### src/rtl/led_seq_ctrl.sv
// LED pattern sequencer: internal prescaler tick, run/pause/step control,
// four selectable patterns and a two-digit BCD advance counter.
module led_seq_ctrl #(
  parameter int NUM_LEDS  = 18,
  parameter int DIV_WIDTH = 24
) (
  input  logic                clk,
  input  logic                reset_n,
  input  logic                start,
  input  logic                pause,
  input  logic                step,
  input  logic                clear,
  input  logic [1:0]          mode,
  output logic [NUM_LEDS-1:0] leds,
  output logic [1:0]          state,
  output logic [7:0]          steps_bcd,
  output logic                tick
);

  typedef enum logic [1:0] {
    S_IDLE   = 2'b00,
    S_RUN    = 2'b01,
    S_PAUSED = 2'b10
  } state_t;

  localparam logic [1:0] M_ROTL   = 2'd0;
  localparam logic [1:0] M_ROTR   = 2'd1;
  localparam logic [1:0] M_BOUNCE = 2'd2;

  state_t               state_q;
  logic [NUM_LEDS-1:0]  leds_q;
  logic [DIV_WIDTH-1:0] presc_q;
  logic                 dir_up_q;
  logic [1:0]           mode_q;
  logic [3:0]           tens_q;
  logic [3:0]           ones_q;
  logic                 start_prev_q;
  logic                 pause_prev_q;
  logic                 step_prev_q;

  logic                 start_ev;
  logic                 pause_ev;
  logic                 step_ev;
  logic                 presc_max;
  logic                 adv;
  logic [1:0]           eff_mode;
  logic [NUM_LEDS-1:0]  base_leds;
  logic                 base_dir;
  logic [NUM_LEDS-1:0]  adv_leds;
  logic                 adv_dir;
  logic [3:0]           tens_next;
  logic [3:0]           ones_next;

  function automatic logic [NUM_LEDS-1:0] init_pattern(input logic [1:0] m);
    logic [NUM_LEDS-1:0] p;
    p = '0;
    case (m)
      M_ROTR:           p[NUM_LEDS-1] = 1'b1;
      M_ROTL, M_BOUNCE: p[0] = 1'b1;
      default:          p = '0;
    endcase
    return p;
  endfunction

  assign start_ev  = start & ~start_prev_q;
  assign pause_ev  = pause & ~pause_prev_q;
  assign step_ev   = step & ~step_prev_q;
  assign presc_max = &presc_q;

  // Advance qualification, honouring clear > start > pause > step > tick.
  always_comb begin
    adv = 1'b0;
    if (!clear) begin
      case (state_q)
        S_IDLE:   adv = step_ev & ~start_ev;
        S_RUN:    adv = presc_max & ~pause_ev;
        S_PAUSED: adv = step_ev & ~start_ev;
        default:  adv = 1'b0;
      endcase
    end
  end

  assign tick = adv;

  // A step out of IDLE advances from the live mode's initial pattern,
  // since that mode is the one being latched in the same cycle.
  always_comb begin
    eff_mode  = (state_q == S_IDLE) ? mode : mode_q;
    base_leds = (state_q == S_IDLE) ? init_pattern(mode) : leds_q;
    base_dir  = (state_q == S_IDLE) ? 1'b1 : dir_up_q;
    adv_dir   = base_dir;
    adv_leds  = base_leds;
    case (eff_mode)
      M_ROTL:   adv_leds = {base_leds[NUM_LEDS-2:0], base_leds[NUM_LEDS-1]};
      M_ROTR:   adv_leds = {base_leds[0], base_leds[NUM_LEDS-1:1]};
      M_BOUNCE: begin
        adv_leds = base_dir ? (base_leds << 1) : (base_leds >> 1);
        if (adv_leds[NUM_LEDS-1])
          adv_dir = 1'b0;
        else if (adv_leds[0])
          adv_dir = 1'b1;
      end
      default:  adv_leds = base_leds + NUM_LEDS'(1);
    endcase
  end

  always_comb begin
    tens_next = tens_q;
    ones_next = ones_q + 4'd1;
    if (ones_q == 4'd9) begin
      ones_next = 4'd0;
      tens_next = (tens_q == 4'd9) ? 4'd0 : tens_q + 4'd1;
    end
  end

  always_ff @(posedge clk or negedge reset_n) begin
    if (!reset_n) begin
      state_q      <= S_IDLE;
      leds_q       <= '0;
      presc_q      <= '0;
      dir_up_q     <= 1'b1;
      mode_q       <= 2'd0;
      tens_q       <= 4'd0;
      ones_q       <= 4'd0;
      start_prev_q <= 1'b1;
      pause_prev_q <= 1'b1;
      step_prev_q  <= 1'b1;
    end else begin
      start_prev_q <= start;
      pause_prev_q <= pause;
      step_prev_q  <= step;

      if (clear) begin
        state_q  <= S_IDLE;
        presc_q  <= '0;
        tens_q   <= 4'd0;
        ones_q   <= 4'd0;
        leds_q   <= init_pattern(mode);
        dir_up_q <= 1'b1;
      end else begin
        case (state_q)
          S_IDLE: begin
            presc_q  <= '0;
            tens_q   <= 4'd0;
            ones_q   <= 4'd0;
            leds_q   <= init_pattern(mode);
            dir_up_q <= 1'b1;
            if (start_ev) begin
              state_q <= S_RUN;
              mode_q  <= mode;
            end else if (step_ev) begin
              state_q <= S_PAUSED;
              mode_q  <= mode;
            end
          end
          S_RUN: begin
            // The prescaler keeps counting in the pause cycle, so the held
            // value is one past the value seen when pause was sampled.
            presc_q <= presc_q + DIV_WIDTH'(1);
            if (pause_ev)
              state_q <= S_PAUSED;
          end
          S_PAUSED: begin
            if (start_ev)
              state_q <= S_RUN;
          end
          default: state_q <= S_IDLE;
        endcase
      end

      if (adv) begin
        leds_q   <= adv_leds;
        dir_up_q <= adv_dir;
        tens_q   <= tens_next;
        ones_q   <= ones_next;
      end
    end
  end

  assign leds      = leds_q;
  assign state     = state_q;
  assign steps_bcd = {tens_q, ones_q};

endmodule

### config.mk
export PLATFORM = sky130hd
export DESIGN_NAME = led_seq_ctrl
export DESIGN_NICKNAME = d
export VERILOG_FILES = /design/src/rtl/led_seq_ctrl.sv
export SDC_FILE = /design/constraint.sdc
export NUM_CORES = 1
export LEC_CHECK = 0
export ABC_AREA = 1
export CAP_MARGIN = 15
export CORE_ASPECT_RATIO = 1.5
export CORE_MARGIN = 2
export CORE_UTILIZATION = 45
export DETAILED_ROUTE_END_ITERATION = 10
export GPL_TIMING_DRIVEN = 0
export PLACE_DENSITY = 0.67
export SLEW_MARGIN = 15
export SYNTH_ARGS = -nofsm -noshare
export SYNTH_HDL_FRONTEND = slang
export SYNTH_SLANG_ARGS = --single-unit
### constraint.sdc
create_clock -name clk -period 2.3 [get_ports clk]
set_input_delay 0.69 -clock clk [delete_from_list [all_inputs] [get_ports clk]]
set_output_delay 0.69 -clock clk [all_outputs]
set_load 0.1 [all_outputs]
Word level (Yosys, flattened, before mapping). Cells that the tools add are included. Widths: inputs -> output; s select.

Output and inout bits: 29. Register bits: 58. Input bits: 8. Word-level logic and storage cells: 82.

Bitwise logic cells: 11. Equality and inequality tests: 12. Multiplexer cells: 33. Reductions and logical operators: 12. Add/subtract/negate cells: 4.

Operator list (count): $mux 18 (4); $pmux 18 s3 (1); $pmux 24 s2 (1); $mux 4 (7); $add 24x1->24 const B (1); $mux 24 (1); $reduce_and 24->1 (1); $add 18x1->18 const B (1); $mux 2 (8); $mux 1 (9); $add 4x1->4 const B (2); $eq 4x4->1 const B (2); $eq 2x1->1 const B (3); $eq 2x2->1 const B (3); $logic_not 2->1 (3); $ne 3x3->1 const B (2); $not 1->1 (6); $pmux 2 s3 (1); $reduce_and 3->1 (2); $reduce_bool 3->1 (2); $and 1x1->1 (5); $ne 4x4->1 const B (1); $reduce_or 2->1 (2); $ne 2x1->1 const B (1); other kinds (3) (3).

Logic depth before layout (Yosys ltp). Gate-level depths: netlist of the first run.

Depth in word-level cells: 9. Mapped depth: 17. Gate-level depth less buffers: 16.

Worst setup path after synthesis of the first run. OpenSTA, ideal clock, no wires.

Kind: flip-flop to output port. Start: register state_q[0], in the netlist state[0]. End: output port tick. Slack: -0.577 ns. Required time: 1.610 ns. Arrival time: 2.187 ns. Path buffers: 1. Stages on the path, launching flop included: 8. Cells stage by stage: dfrtp_1 > inv_1 > nor2_1 > nand4_1 > nor2_1 > nand2_4 > a21oi_4 > buf_6.

Cells in the longest elaborated chain, start to end: 4. Elaborated cells on any way between the ends: 6. Those cells by class: 2 x eq/ne; 2 x mux; 2 x reduce/logical.

Ends and longest elaborated chain: start, declared (line 30) `state_t state_q;`; start signal, assigned (line 118) `state_q <= S_IDLE;`; start signal, assigned (line 134) `state_q <= S_IDLE;`; start signal, assigned (line 149) `state_q <= S_RUN;`; $eq 2x2->1 or $logic_not 2->1 (tied branches) (line 74) `case (state_q)`; $reduce_or 2->1 (no line); $pmux 1 s2 * (line 74); $mux 1 * (line 73) `if (!clear) begin`; end, declared (line 17) `output logic tick`.

Every way passes the cells marked *; elsewhere a longest branch is shown, timed or not.

Worst setup path in the final report of the first run.
Start: register presc_q[0]. End: output port tick.

Cells in the longest elaborated chain, start to end: 4.

Ends and longest elaborated chain: start, declared (line 32) `logic [DIV_WIDTH-1:0] presc_q;`; start signal, assigned (line 159) `presc_q <= presc_q + DIV_WIDTH'(1);`; $reduce_and 24->1 (line 68) `assign presc_max = &presc_q;`; $and 1x1->1 (line 76) `S_RUN: adv = presc_max & ~pause_ev;`; $pmux 1 s2 (line 74); $mux 1 (line 73).

Every way passes these cells.

==> impl_results.md, run 1 <==
* Synth top area share at 0.339
* Synth Area in Compound Gates at 0.151
* Reg-to-reg setup timing slack at 140 ps
* Count leader, synth: nand2_1
* Final Wtd Congestion at 0.988
* Clk sinks at 58
* Fill cells at 820
* Post-synthesis mux area share at 0
* Crit start category: flop
* Sequential cell area fraction in the yosys report at 0.365
* CP max FO at 2
* Layout area overhead at 29.6%
* N_diodes at 0
* RSZ-0062 raised after global routing: true
* Tot Pwr at 0.00454 W
* Final Hold Vio Count at 0
* Clock latency on the worst-skew pair at 330 ps
* Clk pin slew, worst setup/hold paths at 50 ps
* Syn_nets at 605
* Buffers on Ports at 36
* GRT Total Usage at 0.247
* Die area at 9650 sq um
* Std-Cell Rows at 42
* Lkg Pwr at 2.56 nW
* Design Area, Final at 5170 sq um
* Syn avg cell area at 6.75 sq um
* Cell area after placement at 4500 sq um
* #FFs+latches synth at 58
* Critical Path RT at 1610 ps
* Tightest Pin Transition at 957 ps
* Initial core utilization at 0.457
* Pwr dens at 878 nW/um^2
* Largest family of logic cells by synthesized area: simple AND/OR/NAND/NOR gates
* Rel. slew slack at 0.364
* Most frequent cells after synthesis: 179 x nand2_1, 79 x inv_1, 67 x nor2_1, 54 x dfrtp_1, 53 x o21ai_0
* Worst setup path end: tick
* Clock skew at 6.22 ps
* Die height at 119 um
* Post-synth EDFFs at 0
* DRT antenna net count at 0
* Core Area at 8720 sq um
* Worst Path Arrival at 1950 ps
* HPWL Detailed at 7990 um
* Vias at 4262
* Post-Synth Adder-Cell Area at 0.0188
* Clock Power Share at 0.301
* Violated checks: setup timing
* Worst-case reg-to-reg path depth at 14
* Max Fclk at 0.378 GHz
* Syn Inst Count at 591
* Post-Synth Simple-Gate Area at 0.352
* Comb power frac at 0.439
* Fraction of registers with async set/reset at 1.00
* Synth area leaders: dfrtp_1 34%, nand2_1 17%, inv_1 7.4%
* Slack of the critical path at -343 ps
* CTS buffer count at 9
* NetSw at 0.00191 W
* Critical Path End Type: output port
* Top_reg_cell synth: dfrtp_1
* XOR/XNOR share of the synthesized area at 0.0132
* I/O Pins at 37
* Layout Nets at 689
* Yosys top cell by area: dfrtp_1
* Max-slew violation count at 0
* DRT iter0 DRCs at 272
* Worst vdd ir at 0.000497 V
* Crit path time final at 2640 ps
* Synth Cell Area at 3990 sq um
* Result of the run: finished, violations left
* Drt drc at 0
* Worst R2R End: leds[4]
* Final WL at 11600 um
* Router iterations before antenna repair at 5
* Sw Share at 0.420
* Synth warn at 0
* Reg power frac at 0.261
* Setup CP Type: flop to output port
* TritonCTS clock tree: done
* R2r startpoint: state[1]
* Max Cap Violations at 0
* Number of global-route vias before repair at 4151
* P_int at 0.00263 W
* Min-Delay Path Class: primary input to asynchronous set/reset pin
* Largest net degree at the start of global routing at 59
* Wire per inst at 14.7 um
* Critical path origin: presc_q[0]
* Die width at 80.9 um
* Period utilization at 1.15
* Vias per cell at 5.39
* Synth cell types at 38
* Root buffer cell: clkbuf_16
* Final Setup Violations at 1
* Total gr overflow at 0
* First-pass GRT wire length at 18700 um
* Antenna violations before repair at 0
* Max Root-Sink Buffers at 2
* Layout cell share with drive strength beyond 1 at 0.199
* CTS H-tree depth at 3
per-stage QoR:
stage	setup slack (ps)	util	cells	TNS, ps	hold slack (ps)
floorplan	-24.3	-	591	-24.3	394
global placement	-1840	0.516	737	-93150	470
detailed placement	-1750	0.516	737	-12840	487
CTS	-351	0.567	768	-351	477
global route	-391	0.593	790	-429	519
finish	-343	0.593	790	-343	440
flip-flops by register name, indices dropped and copies added (netlist names):
| signal | cells |
|---|---|
| pause_prev_q | 1 |
| start_prev_q | 1 |
| state | 2 |
| ones_q | 4 |
| mode_q | 2 |
| leds | 18 |
| tens_q | 4 |
| dir_up_q | 1 |
| step_prev_q | 1 |
| presc_q | 24 |
logic make-up (layout without fill, tap and decap cells):
kind of cell	Yosys count	count (layout)
AND/OR/NAND/NOR	322	322
AO/OA/AOI/OAI	104	104
buffers and inverters	95	184
flip-flops	58	58
adder cells (fa/ha/maj)	6	6
XOR/XNOR	6	6
worst min path at each step:
| stage | from | to | slack (ps) |
|---|---|---|---|
| final | reset_n | leds[14] | 440 |
| after floorplan | reset_n | leds[0] | 390 |
| after global placement | mode_q[0] | mode_q[0] | 470 |
| after CTS | reset_n | leds[14] | 480 |
| after detailed placement | mode_q[0] | mode_q[0] | 490 |
| after global routing | reset_n | leds[14] | 520 |
layout by cell type (no fill, tap or decap), types with 4 or more instances in the layout:
cell type          n
nand2_4            6
inv_2              8
dfrtp_1           51
nand2_2            8
clkbuf_2           8
nand4_1            9
buf_4             40
clkdlybuf4s15_1    7
o22ai_1           14
nor2_2            10
nand3_1           31
inv_1             70
o21ai_0           52
nor2_1            62
o211ai_1          12
nand2_1          175
clkbuf_16          9
xor2_1             4
clkdlybuf4s15_2    5
ha_1               4
o21ai_1            5
dfstp_2            4
nor3_1             5
nor2_4             6
dlygate4sd2_1     13
a21oi_1           11
worst max-delay path, cell delays in order, from the launching register on:
cell and delay (ps):
dfrtp_1 400, ha_4 170, nand2_4 60, inv_4 70
nand2_4 50, nor2_4 120, nand2_4 80, nor2_8 100
nand2_4 70, a21oi_4 210, buf_12 140, buf_12 160
layout make-up:
cell class              instances  area (sq um)  share of cell area
multi-input cells             438          2230               0.431
flip-flops and latches         58          1470               0.283
repair buffers                 73           609               0.118
inverters                      81           313              0.0605
clock buffers                  14           264              0.0511
well taps                     110           138              0.0266
plain buffers                  14           116              0.0225
clock inverters                 2          35.0             0.00678
timing repair:
action	in CTS	in global routing
endpoints found under the setup margin	39	35
buffers inserted	15	22
resized for setup	70	42
hold buffers	0	0
pin swaps	7	15
power by group through the flow:
stage          Clock (W)  Sequential [W]  Combinational, W
2_1_floorplan          0         0.00153          0.000899
3_3_place_gp           0         0.00120           0.00171
3_5_place_dp           0         0.00121           0.00170
4_1_cts          0.00138         0.00119           0.00173
5_1_grt          0.00142         0.00119           0.00215
6_report         0.00136         0.00118           0.00199
routing by layer:
metal / vias up / share of wire / global-route usage
met2: 145 / 0.54 / 0.454
met4: 0 / 0.032 / 0.115
li1: 2085 / - / -
met5: - / 0 / 0
met1: 1994 / 0.39 / 0.266
met3: 38 / 0.043 / 0.0402
Power figures use the tool's default switching activity.
==> inputs of run 2 (changes only) <==
--- a/config.mk
+++ b/config.mk
@@ -9,10 +9,10 @@
 export CAP_MARGIN = 15
 export CORE_ASPECT_RATIO = 1.5
 export CORE_MARGIN = 2
-export CORE_UTILIZATION = 45
+export CORE_UTILIZATION = 53
 export DETAILED_ROUTE_END_ITERATION = 10
 export GPL_TIMING_DRIVEN = 0
-export PLACE_DENSITY = 0.67
+export PLACE_DENSITY = 0.76
 export SLEW_MARGIN = 15
 export SYNTH_ARGS = -nofsm -noshare
 export SYNTH_HDL_FRONTEND = slang
==> run 2 against run 1 <==
  * Sequential share of layout area increased by 1.3 points
  * Highest routed layer unchanged
  * First-iteration DRC count is 21% higher
  * Largest cell class unchanged
  * The run still ends with setup timing left
  * Critical path depth unchanged
  * Critical endpoint unchanged
==> impl_results.md, run 2 (same netlist as run 1, synthesis figures left out) <==
* Max-slew violation count at 0 (unchanged)
* DRT antenna net count at 0 (unchanged)
* CP max FO at 3 (+1)
* I/O Pins at 37 (unchanged)
* Slowest cell delay on critical path at 370 ps (-30 ps)
* DRT iter0 DRCs at 329 (+21%)
* Fin Hold WS at 412 ps (-27.6 ps)
* Initial core utilization at 0.548 (+0.0911)
* Root buffer cell: clkbuf_8
* Clock latency on the worst-skew pair at 350 ps (+20 ps)
* Total gr overflow at 0 (unchanged)
* Lkg Pwr at 2.44 nW (-5.0%)
* Max Cap Violations at 0 (unchanged)
* Result of the run: finished, violations left
* Worst path most repeated cell: nand2_4
* Most common cell after layout, fill and taps aside: nand2_1
* N_diodes at 0 (unchanged)
* Violated checks: setup timing
* Dpl cells at 727 (-1.4%)
* Critical Path End Type: output port
* Antenna violations before repair at 0 (unchanged)
* Fill cells at 659 (-20%)
* Most frequent cells in the layout: 176 x nand2_1, 75 x inv_1, 62 x nor2_1, 52 x o21ai_0, 51 x dfrtp_1
* HPWL Detailed at 8060 um (+0.95%)
* GRT Total Usage at 0.301 (+0.0539)
* Final Setup Violations at 1 (unchanged)
* RSZ-0062 raised after global routing: true
* P_int at 0.00221 W (-16%)
* Tot Pwr at 0.00407 W (-10%)
* Core Area at 7270 sq um (-17%)
* CTS H-tree depth at 3 (unchanged)
* Clock skew at 12.3 ps (+6.08 ps)
* Max stage delay cell, worst path: dfrtp_1
* Crit path time final at 2710 ps (+64.6 ps)
* Final WL at 11600 um (unchanged)
* Layout area overhead at 23.9%
* Std-Cell Rows at 38 (-9.5%)
* Final Wtd Congestion at 0.915 (-7.4%)
* Crit start category: flop
* Reg power frac at 0.290 (+0.029)
* Rel. slew slack at 0.369 (+0.00455)
* Buffers on Ports at 36 (unchanged)
* Tightest Pin Transition at 951 ps (-6.85 ps)
* TritonCTS clock tree: done
* Die area at 8250 sq um (-14%)
* Pre-CTS setup slack at -1750 ps (+2.36 ps)
* Largest net degree at the start of global routing at 59 (unchanged)
* Worst R2R End: leds[0]
* Min-Delay Path Class: primary input to asynchronous set/reset pin
* Max Fclk at 0.369 GHz (-2.4%)
* Slack of the critical path at -408 ps (-64.6 ps)
* Reg-to-reg setup timing slack at 90 ps (-50 ps)
* Vias at 4235 (-0.63%)
* Period utilization at 1.18 (+0.0281)
* Post-layout util at 0.680 (+0.0869)
* Setup CP Type: flop to output port
* Sw Share at 0.456 (+0.0354)
* Layout cell share with drive strength beyond 1 at 0.185 (-0.0132)
* Number of global-route vias before repair at 4150 (-0.024%)
* NetSw at 0.00186 W (-2.8%)
* Drt drc at 0 (unchanged)
* Wire per inst at 15.1 um (+2.7%)
* Worst-case reg-to-reg path depth at 11 (-3)
* Max Root-Sink Buffers at 2 (unchanged)
* Final Hold Vio Count at 0 (unchanged)
* Layout Nets at 678 (-1.6%)
* Cell Count, Final, Fillers Out at 769 (-2.7%)
* CP cell instances: ha_2 -> nand2_2 -> inv_2 -> nand2_4 -> nor2_4 -> nand2_4 -> nor2_8 -> nand2_4 -> a21oi_4 -> buf_12 -> buf_12
* Max reg flops at 24 (unchanged)
* R2r startpoint: state[1]
* Clk sinks at 58 (unchanged)
* Worst Path Arrival at 2020 ps (+70 ps)
* Most flop-heavy register: presc_q
* Worst vdd ir at 0.000471 V (-5.3%)
* Router iterations before antenna repair at 5 (unchanged)
* Comb power frac at 0.467 (+0.028)
* Die width at 74.8 um (-7.5%)
* Pwr dens at 823 nW/um^2 (-6.2%)
* CP Buf/Inv Count at 3 (unchanged)
* CTS buffer count at 9 (unchanged)
* Vias per cell at 5.51 (+2.1%)
* Clock Power Share at 0.243 (-0.058)
* First-pass GRT wire length at 18800 um (+0.33%)
* CP top delay family: simple AND/OR/NAND/NOR gates
* Clk pin slew, worst setup/hold paths at 70 ps (+20 ps)
* Critical Path RT at 1610 ps (about the same)
* Die height at 110 um (-7.6%)
run 2: how the worst max path moves through the flow:
stage | slack, ps | end | cells after the start | from
final | -410 | tick | 11 | presc_q[0]
after global routing | -490 | tick | 11 | presc_q[0]
after CTS | -420 | tick | 11 | presc_q[1]
after detailed placement | -1750 | tick | 8 | step
after global placement | -1840 | state[1] | 1 | reset_n
after floorplan | -20 | tick | 6 | step
run 2: area by class of cell:
type	count	area (sq um)	share of cell area
multi-input combinational	438	2190	0.443
clock buffer	14	163	0.0329
sequential	58	1470	0.296
inverter	81	307	0.0620
clock inverter	2	35.0	0.00709
tap	100	125	0.0253
timing repair buffer	62	546	0.110
buffer	14	114	0.0230
run 2: power groups by stage:
stage,Clock [W],Sequential [W],Combinational (W)
after floorplan,0,0.00153,0.000899
after global placement,0,0.00120,0.00170
after detailed placement,0,0.00120,0.00172
after CTS,0.00100,0.00118,0.00174
after global routing,0.00105,0.00119,0.00202
final,0.000989,0.00118,0.00190
run 2: per-layer routing:
metal  track usage  part of all wire  vias to the layer above
li1              -                 -                     2061
met1         0.329              0.38                     2004
met2         0.528              0.53                      134
met3        0.0600             0.045                       36
met4         0.171             0.042                        0
met5             0                 0                        -
run 2: stage by stage:
step | setup TNS [ps] | cell area (sq um)
2_1_floorplan | -24.3 | 4010
3_3_place_gp | -93190 | 4490
3_5_place_dp | -13250 | 4490
4_1_cts | -422 | 4820
5_1_grt | -497 | 4940
6_report | -408 | 4940
run 2: timing repair:
action | CTS | global route
pin swaps | 7 | 8
hold buffers | 0 | 0
endpoints found under the setup margin | 35 | 37
resized for setup | 83 | 27
buffers inserted | 12 | 14
cloned | 0 | 0
run 2: worst reg2reg max path, delay by kind of cell (launching register included):
| kind | cells | cell delay [ps] |
|---|---|---|
| buffers and inverters | 3 | 580 |
| AO/OA/AOI/OAI | 4 | 530 |
| AND/OR/NAND/NOR | 4 | 450 |
| flip-flops | 1 | 520 |
==> inputs of run 3 (changes only) <==
--- a/config.mk
+++ b/config.mk
@@ -13,6 +13,7 @@
 export DETAILED_ROUTE_END_ITERATION = 10
 export GPL_TIMING_DRIVEN = 0
 export PLACE_DENSITY = 0.76
+export RECOVER_POWER = 50
 export SLEW_MARGIN = 15
 export SYNTH_ARGS = -nofsm -noshare
 export SYNTH_HDL_FRONTEND = slang
==> run 3 against run 2 <==
  * Clock skew about the same
  * Hold slack improved by 82 ps
  * First-iteration DRC count increased by 3.0%
  * Combinational power about the same
  * The run ends with capacitance limit, slew limit, setup timing left
==> impl_results.md, run 3 (same netlist as run 1, synthesis figures left out) <==
* Drt drc at 0 (unchanged)
* CP max FO at 3 (unchanged)
* Reg-to-reg setup timing slack at -220 ps (-310 ps)
* Most flop-heavy register: presc_q
* Period utilization at 1.18 (about the same)
* Max stage delay cell, worst path: dfrtp_1
* RSZ-0062 raised after global routing: true
* Register area at 1470 sq um (unchanged)
* Slack of the critical path at -410 ps (-2.23 ps)
* HPWL Detailed at 8060 um (unchanged)
* Area of the multi-input gates at 2190 sq um (unchanged)
* Std-Cell Rows at 38 (unchanged)
* Max Root-Sink Buffers at 2 (unchanged)
* Final Hold Vio Count at 0 (unchanged)
* Layout area overhead at 23.7%
* N_diodes at 0 (unchanged)
* Max reg flops at 24 (unchanged)
* Pre-CTS setup slack at -1750 ps (unchanged)
* Max-slew violation count at 59 (+59)
* Buffers on Ports at 36 (unchanged)
* Final WL at 11600 um (+0.27%)
* Die height at 110 um (unchanged)
* GRT Total Usage at 0.301 (unchanged)
* Clk sinks at 58 (unchanged)
* Layout Nets at 678 (unchanged)
* Min-Delay Path Class: flop to flop
* Router iterations before antenna repair at 5 (unchanged)
* Largest net degree at the start of global routing at 59 (unchanged)
* I/O Pins at 37 (unchanged)
* CTS H-tree depth at 3 (unchanged)
* Layout cell share with drive strength beyond 1 at 0.182 (-0.00299)
* Worst Path Arrival at 2020 ps (about the same)
* CP cell instances: ha_2 -> nand2_2 -> inv_2 -> nand2_4 -> nor2_4 -> nand2_4 -> nor2_8 -> nand2_4 -> a21oi_4 -> buf_12 -> buf_12
* P_int at 0.00220 W (-0.51%)
* Wire per inst at 15.1 um (+0.27%)
* Pwr dens at 823 nW/um^2 (about the same)
* Sw Share at 0.458 (+0.00166)
* Clk pin slew, worst setup/hold paths at 70 ps (about the same)
* Fill cells at 663 (+0.61%)
* Core Area at 7270 sq um (unchanged)
* Comb power frac at 0.465 (-0.002)
* Die width at 74.8 um (unchanged)
* Total gr overflow at 0 (unchanged)
* Worst path most repeated cell: nand2_4
* Clock Power Share at 0.244 (about the same)
* Rel. slew slack at -0.00645 (-0.375)
* Clock latency on the worst-skew pair at 360 ps (about the same)
* NetSw at 0.00186 W (+0.16%)
* Clock skew at 12.7 ps (+0.402 ps)
* Critical Path End Type: output port
* Number of global-route vias before repair at 4150 (unchanged)
* Result of the run: finished, violations left
* Slowest cell delay on critical path at 370 ps (about the same)
* Initial core utilization at 0.548 (unchanged)
* Most common cell after layout, fill and taps aside: nand2_1
* Max Cap Violations at 1 (+1)
* CTS buffer count at 9 (unchanged)
* Antenna violations before repair at 0 (unchanged)
* Fin Hold WS at 495 ps (+82.3 ps)
* DRT iter0 DRCs at 339 (+3.0%)
* Critical Path RT at 1610 ps (about the same)
* Vias per cell at 5.53 (+0.35%)
* Violated checks: capacitance limit, slew limit, setup timing
* Crit path time final at 2710 ps (+2.22 ps)
* Final Wtd Congestion at 0.915 (unchanged)
* Reg power frac at 0.291 (about the same)
* Most frequent cells in the layout: 176 x nand2_1, 75 x inv_1, 62 x nor2_1, 52 x o21ai_0, 51 x dfrtp_1
* Root buffer cell: clkbuf_8
* Tightest Pin Transition at 1510 ps (+559 ps)
* Final Setup Violations at 6 (+5)
* TritonCTS clock tree: done
* DRT antenna net count at 0 (unchanged)
* Die area at 8250 sq um (unchanged)
* Hold-fix buffers at CTS at 0 (unchanged)
* Lkg Pwr at 2.43 nW (-0.27%)
* Vias at 4250 (+0.35%)
* Worst vdd ir at 0.000474 V (+0.56%)
* Max Fclk at 0.369 GHz (about the same)
* Crit start category: flop
* Setup CP Type: flop to output port
* First-pass GRT wire length at 18800 um (unchanged)
run 3: worst max-delay path, delay by kind of cell, from the launching register on:
kind,cells,cell delay [ps]
buffers and inverters,3,380
AO/OA/AOI/OAI,1,190
adder cells (fa/ha/maj),1,200
AND/OR/NAND/NOR,6,520
flip-flops,1,370
run 3: per-stage QoR:
step | setup TNS, ps | std cells | instance area, sq um | utilization | power [W]
floorplan | -24.3 | 591 | 4010 | - | 0.00243
global placement | -93190 | 727 | 4490 | 0.617 | 0.00290
detailed placement | -13250 | 727 | 4490 | 0.617 | 0.00292
CTS | -422 | 755 | 4820 | 0.663 | 0.00393
global route | -2410 | 769 | 4940 | 0.679 | 0.00425
finish | -902 | 769 | 4940 | 0.679 | 0.00406
run 3: power groups by stage:
stage          registers [W]  logic (W)  clock network, W
5_1_grt              0.00119    0.00201           0.00105
4_1_cts              0.00118    0.00174           0.00100
3_5_place_dp         0.00120    0.00172                 0
2_1_floorplan        0.00153   0.000899                 0
6_report             0.00118    0.00189          0.000991
3_3_place_gp         0.00120    0.00170                 0
run 3: path summary, 6_finish.rpt:
kind	cells past startpoint	end	from
max in group asynchronous	1	state[1]	reset_n
worst min register to register	2	mode_q[0]	mode_q[0]
worst min-delay path	2	mode_q[0]	mode_q[0]
worst max register to register	11	leds[0]	state[1]
min in group asynchronous	1	leds[14]	reset_n
worst max-delay path	11	tick	presc_q[0]
run 3: area by class of cell:
cell class                 instances  area share
buffer                            14      0.0228
clock buffer                      14      0.0330
tap                              100      0.0253
multi-input combinational        438       0.444
timing repair buffer              62       0.109
clock inverter                     2     0.00710
inverter                          81      0.0621
sequential                        58       0.297
run 3: metal layers:
layer	vias up	track usage	share of wire	wire [um]
li1	2058	-	-	-
met1	2022	0.329	0.38	4410
met2	127	0.528	0.53	6210
met3	43	0.0600	0.043	504
met4	0	0.171	0.044	516
met5	-	0	0	0
run 3: repair_timing:
item	4_1_cts	5_1_grt
buffers inserted	12	14
pin swaps	7	8
resized for setup	83	27
setup endpoints to repair	35	37
